`src/rtl/serial_add_sub.sv`:
```
// Bit-serial adder/subtractor: one full-adder cell plus a carry flip-flop, LSB first,
// with valid/ready handshakes on both sides. Define ADD_SUB_OVF_EN for the signed overflow port.
module serial_add_sub #(
  parameter int SIZE = 4
) (
  input  logic            clk,
  input  logic            rst_n,
  input  logic            in_valid,
  output logic            in_ready,
  input  logic [SIZE-1:0] a,
  input  logic [SIZE-1:0] b,
  input  logic            sub,
  output logic            out_valid,
  input  logic            out_ready,
  output logic [SIZE-1:0] result,
  output logic            carry
`ifdef ADD_SUB_OVF_EN
  ,
  output logic            overflow
`endif
);

  localparam int CW = (SIZE > 2) ? $clog2(SIZE) : 1;

  typedef enum logic [1:0] {
    IDLE,
    RUN,
    DONE
  } state_t;

  state_t          state;
  logic [SIZE-1:0] a_sr;
  logic [SIZE-1:0] b_sr;
  logic            cy;
  logic [CW-1:0]   cnt;
  logic            fa_s;
  logic            fa_c;

  always_comb begin
    fa_s = a_sr[0] ^ b_sr[0] ^ cy;
    fa_c = (a_sr[0] & b_sr[0]) | (cy & (a_sr[0] ^ b_sr[0]));
  end

  // NOTE: state registers use non-blocking assignments so every register in this block
  // samples the pre-edge values; blocking here would let later lines see updated values.
  always_ff @(posedge clk) begin
    if (!rst_n) begin
      // NOTE: the operand shift registers are real flops, not a memory array, so they are
      // cleared on reset like everything else and an aborted operation leaves no residue.
      state     <= IDLE;
      in_ready  <= 1'b1;
      out_valid <= 1'b0;
      result    <= '0;
      carry     <= 1'b0;
      a_sr      <= '0;
      b_sr      <= '0;
      cy        <= 1'b0;
      cnt       <= '0;
`ifdef ADD_SUB_OVF_EN
      overflow  <= 1'b0;
`endif
    end else begin
      case (state)
        IDLE: begin
          if (in_valid) begin
            // Subtraction is a + ~b + 1: the +1 enters as the initial carry.
            a_sr     <= a;
            b_sr     <= sub ? ~b : b;
            cy       <= sub;
            cnt      <= '0;
            in_ready <= 1'b0;
            state    <= RUN;
          end
        end
        RUN: begin
          a_sr   <= a_sr >> 1;
          b_sr   <= b_sr >> 1;
          result <= {fa_s, result[SIZE-1:1]};
          cy     <= fa_c;
          cnt    <= cnt + 1'b1;
          if (cnt == CW'(SIZE - 1)) begin
            state     <= DONE;
            out_valid <= 1'b1;
            carry     <= fa_c;
`ifdef ADD_SUB_OVF_EN
            // cy is the carry into the MSB on this final bit-cycle.
            overflow  <= cy ^ fa_c;
`endif
          end
        end
        DONE: begin
          if (out_ready) begin
            state     <= IDLE;
            out_valid <= 1'b0;
            in_ready  <= 1'b1;
          end
        end
        default: begin
          state     <= IDLE;
          in_ready  <= 1'b1;
          out_valid <= 1'b0;
        end
      endcase
    end
  end

endmodule

```
`config.mk`:
```
export PLATFORM = sky130hd
export DESIGN_NAME = serial_add_sub
export DESIGN_NICKNAME = d
export VERILOG_FILES = /design/src/rtl/serial_add_sub.sv
export SDC_FILE = /design/constraint.sdc
export NUM_CORES = 1
export LEC_CHECK = 0
export CAP_MARGIN = 20
export CORE_MARGIN = 2
export CORE_UTILIZATION = 45
export CTS_BUF_LIST = sky130_fd_sc_hd__clkbuf_4 sky130_fd_sc_hd__clkbuf_8
export DETAILED_ROUTE_END_ITERATION = 6
export GPL_TIMING_DRIVEN = 0
export HOLD_SLACK_MARGIN = 0.06
export PLACE_DENSITY = 0.75
export SLEW_MARGIN = 20
export SYNTH_ARGS = -nofsm -noshare
export SYNTH_HDL_FRONTEND = slang
export SYNTH_SLANG_ARGS = --single-unit
```
`constraint.sdc`:
```
create_clock -name clk -period 1 [get_ports clk]
set_input_delay 0.2 -clock clk [delete_from_list [all_inputs] [get_ports clk]]
set_output_delay 0.2 -clock clk [all_outputs]
set_load 0.005 [all_outputs]
```
After elaboration in Yosys (flattened, before gate mapping)
Index checks and enable logic that the tools add are counted.
{"block": "totals", "register_bits": 20, "elab_cells": 50, "inputBits": 13, "out_inout_bits": 7}
{"block": "classes", "bitwise": 8, "n_addsub": 1, "n_eq_ne": 6, "n_reduce_logical": 7, "muxes": 19}
{"cell": "$pmux W4 S2", "count": 2}
{"cell": "$mux W4", "count": 3}
{"cell": "$reduce_and A3 Y1", "count": 3}
{"cell": "$mux W2", "count": 4}
{"cell": "$ne A2 B2 Y1 const B", "count": 3}
{"cell": "$pmux W1 S3", "count": 2}
{"cell": "$pmux W2 S3", "count": 1}
{"cell": "$mux W1", "count": 5}
{"cell": "$eq A2 B2 Y1 const B", "count": 2}
{"cell": "$not A4 Y4", "count": 1}
{"cell": "$pmux W2 S2", "count": 1}
{"cell": "$reduce_and A2 Y1", "count": 2}
{"cell": "$add A2 B1 Y2 const B", "count": 1}
{"cell": "$and A1 B1 Y1", "count": 2}
{"cell": "$eq A2 B1 Y1 const B", "count": 1}
{"cell": "$logic_not A2 Y1", "count": 1}
{"cell": "$not A1 Y1", "count": 2}
{"cell": "$pmux W1 S2", "count": 1}
{"cell": "$reduce_bool A2 Y1", "count": 1}
{"cell": "$xor A1 B1 Y1", "count": 2}
{"cell": "$or A1 B1 Y1", "count": 1}

Longest topological paths before layout
{"block": "depth", "word_depth": 4, "ltp_mapped": 4, "mapped_depth_nobuf": 4}

Worst setup path after synthesis
No wires, ideal clock.
{"block": "synth_timing", "path_kind": "reg-to-reg", "from": "register a_sr[0]", "to": "register cy", "setup_time_ns": 0.120, "setup_slack_ns": -0.048, "path_stages_with_launch": 4, "t_required_ns": 0.880, "arrival_time_ns": 0.928, "path_cell_list": "dfxtp_1 > fa_1 > o2bb2ai_1 > a21oi_1"}
{"block": "synth_via", "elab_chain_cells": 4, "elab_cells_between_ends": 5, "cone_classes": "1 x mux; 4 x bitwise"}
{"element": "from (decl)", "line": "32", "text": "logic [SIZE-1:0] a_sr;"}
{"element": "from (signal assigned)", "line": "76", "text": "a_sr <= a_sr >> 1;"}
{"element": "$xor A1 B1 Y1", "line": "41", "text": "fa_c = (a_sr[0] & b_sr[0]) | (cy & (a_sr[0] ^ b_sr[0]));"}
{"element": "$and A1 B1 Y1", "line": "41"}
{"element": "$or A1 B1 Y1 *", "line": "41"}
{"element": "net fa_c", "line": "37", "text": "logic fa_c;"}
{"element": "$pmux W1 S2 *", "line": "63", "text": "case (state)"}
{"element": "to (signal assigned)", "line": "69", "text": "cy <= sub;"}
{"element": "to (decl)", "line": "34", "text": "logic cy;"}
Mark *: on every way through the listed nets, which the timed path passes. The rest lies on a longest branch.
A chain may end at the register's enable or synchronous reset.

Final worst setup path
{"block": "layout_timing", "from": "register cy", "to": "register carry"}
{"block": "layout_via", "elab_chain_cells": 2}
{"element": "$and A1 B1 Y1", "line": "41"}
{"element": "$or A1 B1 Y1", "line": "41"}
{"element": "net fa_c", "line": "37"}
{"element": "to (signal assigned)", "line": "54", "text": "carry <= 1'b0;"}
{"element": "to (signal assigned)", "line": "84", "text": "carry <= fa_c;"}
{"element": "to (decl)", "line": "16", "text": "output logic carry"}
The timed path passes the listed nets, and every way through them passes these cells.

==> reports/metrics.cfg <==
[setup_path]
critPathTopFamily=adder cells
critPathBufInv=0
worstSetupPathType=register to register
critPathArrivalTime_ns=1.34
setup.worst_path.end_class=register
worstPathCellList=fa_1 > mux2i_1 > nor2_1
path_max_fanout=2
max_stage_delay_ns=0.48
r2r-start=cy
cp-startpoint=cy
required_ns=1.19
slowest_stage=fa_1
critPathLaunchType=register

[logic_synthesis]
synthCells=102
synthesis.nets=117
synth_ff_type=dfxtp_1
syn_area_per_cell_um2=8.89
synth_seq_cells=20
yosysTopAreaCell=dfxtp_1
ys_seq_area_frac=0.441
synth_area_leaders=dfxtp_1 44%, nand2_1 6.6%, a21oi_1 6.1%
async_flop_share=0
yosys_warnings=0
yosysTopAreaCellShare=0.441
syn_area_um2=907
synth_cell_types=32
synth_edf_count=0

[finish]
regArea_um2=419
utilization=0.682
nNetsFinal=151
final_cell_mix=14 x nand2_1, 10 x buf_2, 10 x a21oi_1
layout_commonest_cell=nand2_1
nFillCells=160
drive_gt1_frac=0.444
antennaDiodeCount=0
multiInputGateArea_um2=536
syn_to_final_growth_pct=44.6

[power_and_ir_drop]
total_leakage_power_nw=0.542
fin_total_pwr_mw=1.67
ir_worst_vdd_uv=776
powerDensity_mw_per_mm2=1270

[route]
post-route-drc-count=0
wl_per_cell_um=13.7
routed_wl_mm=2.21
drt_pre_antenna_iters=4
first_iter_violations=12
ant_nets=0
viasPerCell=5.38
vias=872

[timing]
finalHoldViolCount=0
slew_headroom=0.749
setup-violations-final=9
rsz0062_at_grt=yes
drv_slew=0
period_share=1.15
postLayoutSetupSlackWorst_ns=-0.150
hold_ws_ns=0.280
timing.final.crit_period_ns=1.15
worst_slew_pin_slew_ns=0.377
clock_skew_ns=0.0102
max_freq_mhz=870

[outcome]
failed_checks=setup timing
status=complete, but fails checks

[clock_tree]
tritoncts=yes
clkTransAtPathRegs_ns=0.12
root_buffer=clkbuf_4
clkLatencyLatePin_ns=0.30
cts_buffer_depth=2
cts.sinks=20
cts_buffers=3
h-tree-depth=1
hold_buffers=0

[die]
dieArea_mm2=0.00239
fp.coreArea_mm2=0.00192
die_w_um=48.9
io_pins=20
rows=16
start_util=0.472
die-height_um=48.9

[flow_run]
maxCapViolCount=0

[place]
port_buffers=18
post-place-ws_ns=-0.595
gp_congestion=0.755
post-dp-hpwl_mm=1.41

[grt]
grt_pass1_vias=771
grt_start_max_net_pins=12
grt_overflow=0
grt_pass1_wl_mm=3.31
grtUsageTotal=0.179
antenna_found_initial=0

[worst_hold_path]
hold_start=sub
worstHoldPathType=primary input to register

stage by stage:
step           instance area [µm²]  cells  setup TNS, ns
6_report                      1310    162         -0.606
2_1_floorplan                  908    102        -0.0817
3_5_place_dp                  1120    147          -9.67
5_1_grt                       1310    162          -1.19
4_1_cts                       1190    156         -0.487
3_3_place_gp                  1120    147          -8.84
sequential cells by signal (all words and copies together) (netlist names):
name,flops
a_sr,4
b_sr,4
result,4
cnt,2
state,2
carry,1
cy,1
in_ready,1
out_valid,1
final timing paths:
path | endpoint | slack (ns) | depth (start not counted)
worst max-delay path | carry | -0.15 | 3
worst min-delay path | b_sr[2] | 0.28 | 4
worst max register to register | carry | -0.15 | 3
worst min register to register | result[0] | 0.48 | 2
logic make-up after synthesis:
| kind of cell | share of synthesized area |
|---|---|
| AO/OA/AOI/OAI | 0.250 |
| AND/OR/NAND/NOR | 0.160 |
| flip-flops | 0.441 |
| buffers and inverters | 0.0524 |
| XOR/XNOR | 0.0386 |
| multiplexers | 0.0221 |
| adder cells (fa/ha/maj) | 0.0359 |
synth_stat cells (2+ instances only):
| master | instances |
|---|---|
| a22oi_1 | 5 |
| mux2i_1 | 2 |
| and2b_1 | 2 |
| o21ai_1 | 5 |
| dfxtp_1 | 20 |
| o2bb2ai_1 | 2 |
| xor2_1 | 4 |
| inv_2 | 2 |
| o22ai_1 | 2 |
| a21oi_1 | 11 |
| inv_1 | 2 |
| o21ai_0 | 4 |
| nand2_1 | 16 |
| nor2_1 | 6 |
| buf_2 | 2 |
area by class of cell:
class,count,share of cell area
buffer,5,0.0363
clock buffer,4,0.0277
inverter,4,0.0115
multi-input combinational,73,0.408
sequential,20,0.320
tap,27,0.0258
timing repair buffer,29,0.171
worst reg2reg max path, delay by kind of cell (launching register included):
kind	cells	cell delay, ns
adders and majority gates	1	0.48
and+or+nand+nor	1	0.05
muxes	1	0.15
DFF	1	0.35
power breakdown:
group	switching [mW]	internal [mW]	leakage [nW]
sequential	0.0404	0.842	0.169
combinational	0.147	0.164	0.352
clock	0.252	0.222	0.0210
repair_timing:
| item | in CTS | in global routing |
|---|---|---|
| endpoints found under the setup margin | 26 | 17 |
| gates resized for setup | 45 | 23 |
| pin swaps | 0 | 6 |
| endpoints found under the hold margin | 0 | 0 |
| cloned | 0 | 2 |
| setup buffers | 5 | 4 |
per-layer routing:
| metal | share of wire | wire (µm) | track usage |
|---|---|---|---|
| met1 | 0.45 | 1000 | 0.223 |
| met2 | 0.51 | 1120 | 0.308 |
| met3 | 0.033 | 73 | 0.0307 |
| met4 | 0.0072 | 16 | 0.0667 |
| met5 | 0 | 0 | 0 |
No activity file was read; power rests on OpenSTA's default activity.
